## src/rtl/hart_mem_arbiter.sv

```systemverilog
// Round-robin arbiter that multiplexes per-hart data-memory requests onto one
// downstream port, holding the grant for a full transaction, with a watchdog abort.
module hart_mem_arbiter #(
  parameter int N_HARTS = 2,
  parameter int DW      = 32,
  parameter int TIMEOUT = 1023
) (
  input  logic                 CLK,
  input  logic                 RST_X,
  input  logic [N_HARTS-1:0]   w_req,
  input  logic [N_HARTS-1:0]   w_we,
  input  logic [N_HARTS*32-1:0] w_addr,
  input  logic [N_HARTS*DW-1:0] w_wdata,
  input  logic [N_HARTS*3-1:0] w_ctrl,
  output logic [N_HARTS-1:0]   w_grant,
  output logic [N_HARTS-1:0]   w_done,
  output logic [N_HARTS-1:0]   w_err,
  output logic [DW-1:0]        w_rdata,
  output logic                 w_mem_req,
  output logic                 w_mem_we,
  output logic [31:0]          w_mem_addr,
  output logic [DW-1:0]        w_mem_wdata,
  output logic [2:0]           w_mem_ctrl,
  input  logic                 w_mem_busy,
  input  logic [DW-1:0]        w_mem_rdata
);

  localparam int IW = (N_HARTS > 1) ? $clog2(N_HARTS) : 1;
  localparam int CW = (TIMEOUT > 1) ? $clog2(TIMEOUT + 1) : 1;
  localparam logic [CW-1:0] LP_TLAST = (TIMEOUT > 0) ? CW'(TIMEOUT - 1) : '0;
  localparam bit LP_WDOG_EN = (TIMEOUT != 0);

  typedef enum logic [1:0] {S_IDLE, S_ISSUE, S_WAIT, S_DONE} state_t;

  state_t            r_state;
  state_t            w_state_nxt;
  logic [IW-1:0]     r_last;
  logic [CW-1:0]     r_cnt;
  logic [N_HARTS-1:0] r_grant;
  logic [N_HARTS-1:0] r_done;
  logic [N_HARTS-1:0] r_err;
  logic [DW-1:0]     r_rdata;
  logic              r_mem_req;
  logic              r_mem_we;
  logic [31:0]       r_mem_addr;
  logic [DW-1:0]     r_mem_wdata;
  logic [2:0]        r_mem_ctrl;

  logic              w_any;
  logic [IW-1:0]     w_sel;
  int                w_best;
  logic [N_HARTS-1:0] w_sel_oh;
  logic              w_sel_we;
  logic [31:0]       w_sel_addr;
  logic [DW-1:0]     w_sel_wdata;
  logic [2:0]        w_sel_ctrl;
  logic              w_abort;

  // Distance from last_grant+1 (mod N); the requester closest to it wins.
  always_comb begin
    w_any  = 1'b0;
    w_sel  = '0;
    w_best = N_HARTS;
    for (int j = 0; j < N_HARTS; j++) begin
      if (w_req[j] && (((j + 2*N_HARTS - 1 - int'(r_last)) % N_HARTS) < w_best)) begin
        w_best = (j + 2*N_HARTS - 1 - int'(r_last)) % N_HARTS;
        w_any  = 1'b1;
        w_sel  = IW'(j);
      end
    end
  end

  always_comb begin
    w_sel_oh    = '0;
    w_sel_we    = 1'b0;
    w_sel_addr  = '0;
    w_sel_wdata = '0;
    w_sel_ctrl  = '0;
    for (int j = 0; j < N_HARTS; j++) begin
      if (w_sel == IW'(j)) begin
        w_sel_oh[j] = 1'b1;
        w_sel_we    = w_we[j];
        w_sel_addr  = w_addr[32*j +: 32];
        w_sel_wdata = w_wdata[DW*j +: DW];
        w_sel_ctrl  = w_ctrl[3*j +: 3];
      end
    end
  end

  assign w_abort = (r_state == S_WAIT) && w_mem_busy && LP_WDOG_EN && (r_cnt == LP_TLAST);

  always_comb begin
    w_state_nxt = r_state;
    case (r_state)
      S_IDLE:  if (w_any) w_state_nxt = S_ISSUE;
      S_ISSUE: w_state_nxt = S_WAIT;
      S_WAIT:  if (!w_mem_busy || w_abort) w_state_nxt = S_DONE;
      S_DONE:  w_state_nxt = S_IDLE;
      default: w_state_nxt = S_IDLE;
    endcase
  end

  always_ff @(posedge CLK or negedge RST_X) begin
    if (!RST_X) r_state <= S_IDLE;
    else        r_state <= w_state_nxt;
  end

  // Every output is a register so downstream and harts see glitch-free strobes.
  always_ff @(posedge CLK or negedge RST_X) begin
    if (!RST_X) begin
      r_last      <= IW'(N_HARTS - 1);
      r_cnt       <= '0;
      r_grant     <= '0;
      r_done      <= '0;
      r_err       <= '0;
      r_rdata     <= '0;
      r_mem_req   <= 1'b0;
      r_mem_we    <= 1'b0;
      r_mem_addr  <= '0;
      r_mem_wdata <= '0;
      r_mem_ctrl  <= '0;
    end else begin
      r_mem_req <= 1'b0;
      r_done    <= '0;
      r_err     <= '0;
      case (r_state)
        S_IDLE: begin
          if (w_any) begin
            r_grant     <= w_sel_oh;
            r_last      <= w_sel;
            r_mem_req   <= 1'b1;
            r_mem_we    <= w_sel_we;
            r_mem_addr  <= w_sel_addr;
            r_mem_wdata <= w_sel_wdata;
            r_mem_ctrl  <= w_sel_ctrl;
          end else begin
            r_grant <= '0;
          end
        end
        S_ISSUE: r_cnt <= '0;
        S_WAIT: begin
          if (!w_mem_busy) begin
            r_rdata <= w_mem_rdata;
            r_done  <= r_grant;
          end else if (w_abort) begin
            r_rdata <= '0;
            r_done  <= r_grant;
            r_err   <= r_grant;
          end else if (r_cnt != {CW{1'b1}}) begin
            r_cnt <= r_cnt + 1'b1;
          end
        end
        S_DONE:  r_grant <= '0;
        default: r_grant <= '0;
      endcase
    end
  end

  assign w_grant     = r_grant;
  assign w_done      = r_done;
  assign w_err       = r_err;
  assign w_rdata     = r_rdata;
  assign w_mem_req   = r_mem_req;
  assign w_mem_we    = r_mem_we;
  assign w_mem_addr  = r_mem_addr;
  assign w_mem_wdata = r_mem_wdata;
  assign w_mem_ctrl  = r_mem_ctrl;

endmodule

```

## config.mk

```make
export PLATFORM = sky130hd
export DESIGN_NAME = hart_mem_arbiter
export DESIGN_NICKNAME = d
export VERILOG_FILES = /design/src/rtl/hart_mem_arbiter.sv
export SDC_FILE = /design/constraint.sdc
export NUM_CORES = 1
export LEC_CHECK = 0
export CAP_MARGIN = 30
export CORE_MARGIN = 10
export CORE_UTILIZATION = 27
export DETAILED_ROUTE_END_ITERATION = 6
export GPL_ROUTABILITY_DRIVEN = 1
export GPL_TIMING_DRIVEN = 0
export MAX_ROUTING_LAYER = met4
export PLACE_DENSITY = 0.73
export SLEW_MARGIN = 20
export SYNTH_ARGS = -nofsm -noshare
export SYNTH_HDL_FRONTEND = slang
export SYNTH_SLANG_ARGS = --single-unit
```

## constraint.sdc

```tcl
create_clock -name CLK -period 1.9 [get_ports CLK]
set_input_delay 0.285 -clock CLK [delete_from_list [all_inputs] [get_ports CLK]]
set_output_delay 0.285 -clock CLK [all_outputs]
set_load 0.01 [all_outputs]
```

==> impl_metrics.tcl <==
set metrics [dict create \
    reg2reg_to "w_rdata[11]" \
    layout_common_cells "clkdlybuf4s50_1, dfrtp_1, nand2_1" \
    clockPowerShare 0.251 \
    finalClockSkew_ns 0.00640 \
    synthesis.instances 477 \
    yosys_warnings 0 \
    cts.clk_slew.worst_paths_ns 0.06 \
    initial_core_util 0.273 \
    wl_per_cell_um 18.1 \
    synth.cell_area_um2 5290 \
    ant_nets 0 \
    gp_congestion 0.832 \
    drc 0 \
    dpl-instance-area_um2 8440 \
    synth_fp_nets 657 \
    relSlewSlack 0.599 \
    post-dp-hpwl_mm 14.9 \
    fin_crit_sh 1.00 \
    numCtsBuffers 17 \
    syn_avg_cell_area_um2 11.1 \
    rsz0062_at_grt "yes" \
    whs_ns 0.398 \
    ioPinCount 280 \
    ir_worst_vdd_mv 0.546 \
    syn2layout_area_growth_pct 75.1 \
    port_buffers 279 \
    netlist.area_leader.share 0.563 \
    switchingPower_mw 4.48 \
    grt_first_pass_wirelength_mm 30.0 \
    viasPerCell 4.51 \
    drive_gt1_frac 0.105 \
    vias 4785 \
    hp-class "primary input to asynchronous set/reset pin" \
    cp-end-kind "register" \
    rows 51 \
    rr_startpoint "r_cnt[0]" \
    dieArea_um2 25600 \
    intPower_mw 9.19 \
    setup_viol 2 \
    p_seq_frac 0.313 \
    first_pass_iters 5 \
    setup_ws_ns -0.00707 \
    critical_path_required_ns 2.20 \
    clockBufferDepth 2 \
    die_w_um 160 \
    antenna_found_initial 1 \
    leakagePower_nw 4.00 \
    first_global_vias 5286 \
    grt_max_degree 70 \
    crit_type "register to register" \
    tightest_slew_ns 0.598 \
    outcome "finished, violations left" \
    cts_root_buf "clkbuf_16" \
    clkSinkCount 120 \
    design.core.area_um2 19300 \
    arrival_ns 2.20 \
    cp_max_fo 9 \
    comb_power_share 0.436 \
    grt-ovfl-total 0 \
    grt.total_usage 0.154 \
    die_h_um 160 \
    violations "setup timing" \
    final_common_cell "clkdlybuf4s50_1" \
    fin_util 0.479 \
    clock_latency_ns 0.41 \
    finalNetCount 961 \
    finalCriticalPeriod_ns 1.91 \
    synth_area_leaders "dfrtp_1, mux2i_1, o21ai_0, nand2_1, a22o_1" \
    fmax_ghz 0.524 \
    cts_tree "yes" \
    synth_cell_types 40 \
    ff2ff_setup_slack_ns -0.007 \
    r2r_cells 8 \
    postLayoutCellArea_um2 9260 \
    ys_seq_elements 120 \
    hold_viol 0 \
    worstSetupStartpointType "register" \
    cts-htree-levels 4 \
    p_sw_frac 0.328 \
    yosysSeqAreaShare 0.568 \
    drv_cap 0 \
    first_iter_violations 196 \
    yosysTopAreaCell "dfrtp_1" \
    wl_mm 19.2 \
    maxSlewViolCount 0 \
    power.density_nw_per_um2 1480 \
]
routing by layer:
layer,track usage,share of wire,vias to the layer above
li1,-,-,2314
met1,0.172,0.41,2231
met2,0.243,0.48,225
met3,0.0702,0.098,15
met4,0.0455,0.012,0
met5,-,0,-
through the flow:
stage | TNS [ns] | worst slack, ns | total power, mW | std cells
2_1_floorplan | 0 | 0.0832 | 6.75 | 477
3_3_place_gp | -564.17 | -4.27 | 10.0 | 1021
3_5_place_dp | -57.28 | -1.09 | 10.1 | 1022
4_1_cts | 0 | 0.00155 | 13.8 | 1057
5_1_grt | -0.988 | -0.0487 | 14.6 | 1060
6_report | -0.00921 | -0.00707 | 13.7 | 1060
cell type report:
cell class                      instances  area [um2]
Buffer                                 32         233
Tap cell                              265         332
Multi-Input combinational cell        316        2120
Fill cell                            1782       10100
Antenna cell                            1        2.50
Clock buffer                           20         457
Clock inverter                         12         174
Sequential cell                       120        3010
Inverter                                8        30.0
Timing Repair Buffer                  286        2900
worst max path at each step:
stage,start,end,depth (start not counted),slack (ns)
after floorplan,r_cnt[0],w_rdata[10],8,0.08
after global placement,RST_X,w_mem_wdata[19],1,-4.27
after detailed placement,w_req[0],w_mem_addr[1],7,-1.09
after CTS,r_cnt[0],w_rdata[20],8,0.002
after global routing,r_cnt[0],w_rdata[14],8,-0.05
final,r_cnt[0],w_rdata[11],8,-0.007
critical path, stage by stage, from the launching register on:
cell and delay, ns:
dfrtp_1 0.38, inv_1 0.06, ha_2 0.20, nand2_2 0.05, or3_4 0.38, a21bo_1 0.18
buf_6 0.15, clkbuf_16 0.15, a22o_1 0.23
sequential cells by signal (all words and copies together), names as in the netlist, 3 cells and up:
register     cells
r_cnt           10
w_mem_addr      32
w_mem_ctrl       3
w_mem_wdata     32
w_rdata         32
Yosys cell counts (all sizes together):
library cell and n:
nand4 4, a31oi 3, dfrtp 119, and2 1, o21ai 73, inv 8, a41oi 1, nor2 7
a21bo 1, o31ai 1, nor3 4, and3 2, clkbuf 22, or2 2, nor2b 2, o22ai 1
a2bb2oi 1, a21boi 1, nand2b 1, nand2 78, a21oi 4, o41ai 2, o21a 1, o311ai 1
ha 7, nor4 1, or4 1, o211ai 4, nand3 5, mux2i 70, dfstp 1, or3 2
mux2 1, a22o 33, buf 11, and3b 1
power groups by stage:
stage / registers, mW / logic [mW] / clock network (mW)
after global routing: 4.45 / 6.55 / 3.64
after floorplan: 4.76 / 1.99 / 0
after CTS: 4.28 / 5.97 / 3.53
after detailed placement: 4.32 / 5.83 / 0
final: 4.28 / 5.96 / 3.43
after global placement: 4.27 / 5.78 / 0
logic make-up after synthesis:
logic type | share of synthesized area
AOI/OAI and AO/OA | 0.152
DFF | 0.568
and+or+nand+nor | 0.0918
muxes | 0.135
buffers and inverters | 0.0362
adders and majority gates | 0.0166
repair_timing:
| action | in CTS | in global routing |
|---|---|---|
| gates cloned | 1 | 2 |
| setup buffers | 1 | 1 |
| pin swaps | 1 | 10 |
| setup endpoints to repair | 100 | 83 |
| hold buffers | 1 | 0 |
| resized for setup | 24 | 34 |
| endpoints found under the hold margin | 50 | 0 |
Note: power is estimated with default switching activity, not from simulation.
